File: src/rtl/imem_pkg.sv
// Shared constants, FSM state type and fault-cause helper for the loadable instruction memory.
package imem_pkg;

    localparam logic [31:0] NOP = 32'h0000_0000;

    typedef enum logic {
        CLEAR,
        RUN
    } imem_state_t;

    typedef enum logic [1:0] {
        FC_NONE,
        FC_MISALIGN,
        FC_RANGE
    } fault_cause_t;

    function automatic fault_cause_t fault_cause(input logic [1:0] byte_off,
                                                 input logic       out_of_range);
        if (byte_off != 2'b00) return FC_MISALIGN;
        if (out_of_range)      return FC_RANGE;
        return FC_NONE;
    endfunction

endpackage

File: src/rtl/imem_array.sv
// Single-write, single-synchronous-read word array; a read and write to the same word
// in one cycle returns the old content.
module imem_array #(
    parameter int DATA_W = 32,
    parameter int DEPTH  = 128,
    parameter int ADDR_W = $clog2(DEPTH)
) (
    input  logic              clk,
    input  logic              wr_en,
    input  logic [ADDR_W-1:0] wr_addr,
    input  logic [DATA_W-1:0] wr_data,
    input  logic              rd_en,
    input  logic [ADDR_W-1:0] rd_addr,
    output logic [DATA_W-1:0] rd_data
);

    logic [DATA_W-1:0] mem [DEPTH];

    always_ff @(posedge clk) begin
        if (wr_en) mem[wr_addr] <= wr_data;
        if (rd_en) rd_data <= mem[rd_addr];
    end

endmodule

File: src/rtl/imem_fetch.sv
// IF-stage instruction memory: zero-fills after reset, then serves registered fetches and
// accepts program loads. Define IMEM_PARITY_EN to store and check even parity per word.
//
// state | meaning
// CLEAR | writing NOP to word clr_cnt, loads and fetches refused
// RUN   | loads accepted every cycle, fetches served
module imem_fetch
    import imem_pkg::*;
#(
    parameter int WIDTH = 32,
    parameter int DEPTH = 128
) (
    input  logic                     clk,
    input  logic                     rst,
    input  logic [WIDTH-1:0]         pc,
    input  logic                     fetch_en,
    input  logic                     stall,
    input  logic                     flush,
    output logic [WIDTH-1:0]         instruction,
    output logic                     instr_valid,
    output logic                     fault,
    input  logic                     load_valid,
    output logic                     load_ready,
    input  logic [$clog2(DEPTH)-1:0] load_addr,
    input  logic [WIDTH-1:0]         load_data
`ifdef IMEM_PARITY_EN
    ,
    output logic                     parity_err
`endif
);

    localparam int ADDR_W = $clog2(DEPTH);
`ifdef IMEM_PARITY_EN
    localparam int MEM_W = WIDTH + 1;
`else
    localparam int MEM_W = WIDTH;
`endif

    imem_state_t       state;
    logic [ADDR_W-1:0] clr_cnt;
    logic              nop_q;
    logic              valid_q;
    logic              fault_q;

    logic              oor;
    logic              addr_flt;
    logic              fetch_go;
    logic              rd_en;
    logic              wr_en;
    logic [ADDR_W-1:0] wr_addr;
    logic [ADDR_W-1:0] rd_addr;
    logic [WIDTH-1:0]  wr_word;
    logic [WIDTH-1:0]  rd_word;
    logic [MEM_W-1:0]  wr_data;
    logic [MEM_W-1:0]  rd_data;
    logic              par_bad;

    // DEPTH is a power of two, so any set bit above the word index is out of range
    assign oor      = |pc[WIDTH-1:ADDR_W+2];
    assign addr_flt = (fault_cause(pc[1:0], oor) != FC_NONE);
    assign fetch_go = (state == RUN) && fetch_en && !stall && !flush;
    assign rd_en    = fetch_go && !addr_flt;
    assign rd_addr  = pc[ADDR_W+1:2];

    assign wr_en   = (state == CLEAR) || load_valid;
    assign wr_addr = (state == CLEAR) ? clr_cnt : load_addr;
    assign wr_word = (state == CLEAR) ? WIDTH'(NOP) : load_data;

`ifdef IMEM_PARITY_EN
    assign wr_data    = {^wr_word, wr_word};
    assign rd_word    = rd_data[WIDTH-1:0];
    assign par_bad    = !nop_q && (^rd_data);
    assign parity_err = par_bad && valid_q;
`else
    assign wr_data = wr_word;
    assign rd_word = rd_data;
    assign par_bad = 1'b0;
`endif

    // The array's read register doubles as the instruction data register; nop_q masks it
    assign instruction = (nop_q || par_bad) ? WIDTH'(NOP) : rd_word;
    assign instr_valid = valid_q;
    assign fault       = fault_q || (par_bad && valid_q);

    imem_array #(
        .DATA_W (MEM_W),
        .DEPTH  (DEPTH),
        .ADDR_W (ADDR_W)
    ) u_array (
        .clk     (clk),
        .wr_en   (wr_en),
        .wr_addr (wr_addr),
        .wr_data (wr_data),
        .rd_en   (rd_en),
        .rd_addr (rd_addr),
        .rd_data (rd_data)
    );

    always_ff @(posedge clk or negedge rst) begin
        if (!rst) begin
            state      <= CLEAR;
            clr_cnt    <= '0;
            load_ready <= 1'b0;
            nop_q      <= 1'b1;
            valid_q    <= 1'b0;
            fault_q    <= 1'b0;
        end else begin
            case (state)
                CLEAR: begin
                    clr_cnt <= clr_cnt + ADDR_W'(1);
                    if (clr_cnt == ADDR_W'(DEPTH - 1)) begin
                        state      <= RUN;
                        load_ready <= 1'b1;
                    end
                end
                RUN: load_ready <= 1'b1;
                default: state <= CLEAR;
            endcase

            if (flush) begin
                nop_q   <= 1'b1;
                valid_q <= 1'b0;
                fault_q <= 1'b0;
            end else if (stall) begin
                nop_q   <= nop_q;
            end else if (fetch_go) begin
                nop_q   <= addr_flt;
                valid_q <= 1'b1;
                fault_q <= addr_flt;
            end else begin
                valid_q <= 1'b0;
                fault_q <= 1'b0;
            end
        end
    end

endmodule

File: config.mk
export PLATFORM = sky130hd
export DESIGN_NAME = imem_fetch
export DESIGN_NICKNAME = d
export VERILOG_FILES = /design/src/rtl/imem_pkg.sv /design/src/rtl/imem_array.sv /design/src/rtl/imem_fetch.sv
export SDC_FILE = /design/constraint.sdc
export NUM_CORES = 2
export LEC_CHECK = 0
export ABC_AREA = 0
export ABC_CLOCK_PERIOD_IN_PS = 10200
export CORE_UTILIZATION = 30
export CTS_CLUSTER_DIAMETER = 30
export DETAILED_ROUTE_END_ITERATION = 10
export DONT_BUFFER_PORTS = 1
export SYNTH_ARGS = -nofsm -noshare
export SYNTH_HDL_FRONTEND = slang
export SYNTH_SLANG_ARGS = --single-unit
File: constraint.sdc
create_clock -name clk -period 10.2 [get_ports clk]
set_clock_uncertainty 0.1 [all_clocks]
set_input_delay 1.02 -clock clk [delete_from_list [all_inputs] [get_ports clk]]
set_output_delay 1.02 -clock clk [all_outputs]
set_load 0.005 [all_outputs]
==> metrics.md <==
| Metric | Value |
|---|---|
| Status | `finished with violations` |
| Failing checks | `max-capacitance violations, max-slew violations` |
| Crit path top cell by count | `buf_16` |
| Async SR Flop Fraction | `0.00290` |
| End of the critical path | `u_array.rd_data[19]` |
| Slew Limit Fails | `80` |
| Fraction of layout cells with a size suffix above 1 | `0.400` |
| Critical path type | `in2reg` |
| Row Count | `265` |
| Nets@finish | `6844` |
| Final period util | `0.503` |
| RR Endpoint | `u_array.mem[100][11]` |
| Worst Path Arrival | `5830 ps` |
| Starting Density | `0.302` |
| DR iter-0 viols | `10800` |
| Root Driver | `clkbuf_16` |
| Delay of the slowest critical-path stage | `730 ps` |
| Worst Reg-to-Reg Cells | `5` |
| Post-CTS setup buffer count | `0` |
| Syn_area_per_cell | `25.7 um^2` |
| Final core utilization | `0.371` |
| RSZ-0062 raised after global routing | `false` |
| Post-CTS Hold Buffers | `4` |
| Final Critical Period | `5130 ps` |
| Final hold vios | `0` |
| Sequential area share after synthesis | `0.788` |
| Post-route cell area | `194000 um^2` |
| GP Congestion | `0.769` |
| CP max FO | `168` |
| Initial antenna violation count | `56` |
| P&R area growth vs syn | `22.7%` |
| Count leader, synth | `edfxtp_1` |
| PortBufs | `0` |
| Clock Tree Buf Depth | `4` |
| CP bufs+invs | `4` |
| Post-CTS Resized | `0` |
| Delay-heaviest family, CP | `buffers and inverters` |
| Seq cells post-synth | `4140` |
| Post-synth cell types | `32` |
| 1st-pass router iterations | `6` |
| Top_reg_cell synth | `edfxtp_1` |
| DR vias/cell | `5.20` |
| Slowest CP cell | `buf_16` |
| Synth warnings | `0` |
| Worst-margin pin slew | `1580 ps` |
| Total GRT Usage | `0.162` |
| Pwr per Cell Area | `225 nW/um^2` |
| Final-report setup violation count | `0` |
| Worst path cell trace | `buf_16 > buf_16 > buf_16 > buf_16 > mux4_2 > mux4_2 > mux4_2 > mux2_2` |
| Hold WC Path Type | `in2reg` |
| Critical Path Start | `pc[4]` |
| Largest net degree at the start of global routing | `257` |
| Die H | `727 um` |
| Reg2Reg Setup Slack | `5830 ps` |
| Net Count, Synth | `6205` |
| Crit path capture type | `flop` |
| Die X | `727 um` |
| FF-to-FF Start | `state` |
| Wire per inst | `30.6 um` |
| Largest area contributor in the netlist | `edfxtp_1` |
| Total negative slack | `0 ps` |
| TritonCTS Buffers | `741` |
| Full die area | `529000 um^2` |
| EDFF count, synth | `4128` |
| Top cells by area, synth | `edfxtp_1 (79%), mux4_2 (19%), clkbuf_1 (0.43%), nor2_1 (0.31%), buf_2 (0.25%)` |
| Grt total ovfl | `0` |
| Vias | `74700` |
| Ports | `112` |
| Detailed placement HPWL | `222000 um` |
| Area of the mapped netlist | `158000 um^2` |
| Clock-pin slew on the worst setup and hold paths | `50 ps` |
| Clk sinks | `4140` |
| Commonest cells post-synth | `edfxtp_1 (4128), mux4_2 (1344), clkbuf_1 (182)` |
| Post-synth top area share | `0.786` |
| Sum of routed wire length over all layers | `440000 um` |
| Core Area | `522000 um^2` |
| Cell depth of the worst setup path | `8` |
| Fmax | `195 MHz` |
| P_leak | `48.8 nW` |
| Max transition margin | `-0.0517` |
| First-pass GRT wire length | `606000 um` |
| Worst EP required | `10900 ps` |
| DRC viols | `0` |
| Clock tree from TritonCTS | `done` |
| Mapped Cells | `6127` |
| Number of global-route vias before repair | `77500` |
| Placed cell area | `168000 um^2` |
| Post-DRT Antenna Nets | `0` |
| Peak supply drop | `0.203 mV` |
| Max-cap viol count | `1` |
| H-tree depth | `6` |
| Worst-skew pair later-pin latency | `1070 ps` |
| Critical path launch point type | `input port` |
==> kinds of logic (layout without fill, tap and decap cells) <==
| kind of cell | Yosys count | in the layout | share of synthesized area |
|---|---|---|---|
| buffers and inverters | 330 | 1597 | 0.00877 |
| multiplexers | 1379 | 1379 | 0.194 |
| flip-flops | 4140 | 4140 | 0.788 |
| AO/OA/AOI/OAI | 16 | 16 | 0.000825 |
| XOR/XNOR | 6 | 6 | 0.000333 |
| adder cells (fa/ha/maj) | 1 | 1 | 0.0000793 |
| other | 0 | 24 | 0 |
| AND/OR/NAND/NOR | 255 | 255 | 0.00748 |
==> flip-flops by register name (all words and copies together) (netlist names) <==
signal           flops
nop_q                1
clr_cnt              7
load_ready           1
instr_valid          1
fault                1
u_array.mem       4096
state                1
u_array.rd_data     32
==> power breakdown <==
part	leakage, nW	switching (mW)	internal, mW	total [mW]
registers	28.7	0.00000000000000000249	18.5	18.5
clock network	12.2	8.59	16.1	24.7
logic	7.90	0.228	0.236	0.464
total	48.8	8.82	34.8	43.6
==> metrics by stage <==
stage          std cells  power (mW)  setup slack (ps)  hold WS, ps
3_3_place_gp       13000        19.2              4330          415
3_5_place_dp       13000        19.3              4340          420
4_1_cts            14300        43.8              5460         93.1
5_1_grt            14300        44.6              5090          112
2_1_floorplan       6127        19.2              5010          365
6_report           14400        43.6              5070          148
==> worst min-delay path by stage <==
| stage | from | to | slack (ps) | cells after the start |
|---|---|---|---|---|
| 2_1_floorplan | load_ready | load_ready | 360 | 1 |
| 3_3_place_gp | clr_cnt[2] | clr_cnt[2] | 410 | 1 |
| 3_5_place_dp | clr_cnt[2] | clr_cnt[2] | 420 | 1 |
| 4_1_cts | fetch_en | instr_valid | 90 | 2 |
| 5_1_grt | pc[7] | u_array.rd_data[16] | 110 | 1 |
| 6_report | pc[7] | u_array.rd_data[13] | 150 | 1 |
==> cell usage in the layout (no fill, tap or decap), drive strengths merged, types with 4 or more instances in the layout <==
cell type	count
mux2	34
mux4	1344
buf	213
clkinvlp	65
bufinv	101
o32ai	7
dfrtp	11
nor2b	33
edfxtp	4128
dlygate4sd3	4
xnor2	6
clkinv	309
nand3	14
diode	24
and2	32
clkbuf	824
nand2	28
nand2b	5
inv	81
nor4	6
nor2	131
==> area by class of cell <==
class / instances / area [um^2]
clock buffers: 824 / 19000
clock inverters: 547 / 6370
flip-flops and latches: 4140 / 124000
inverters: 9 / 33.8
fillers: 46100 / 329000
repair buffers: 217 / 1920
multi-input cells: 1657 / 33200
diodes: 24 / 60.1
well taps: 6942 / 8690
==> layer usage <==
metal / track usage / up-vias / share of wire
li1: - / 28500 / -
met1: 0.218 / 41200 / 0.39
met2: 0.258 / 4207 / 0.47
met3: 0.0434 / 695 / 0.11
met4: 0.0484 / 20 / 0.027
met5: 0 / - / 0.00036
Note: power is estimated with default switching activity, not from simulation.
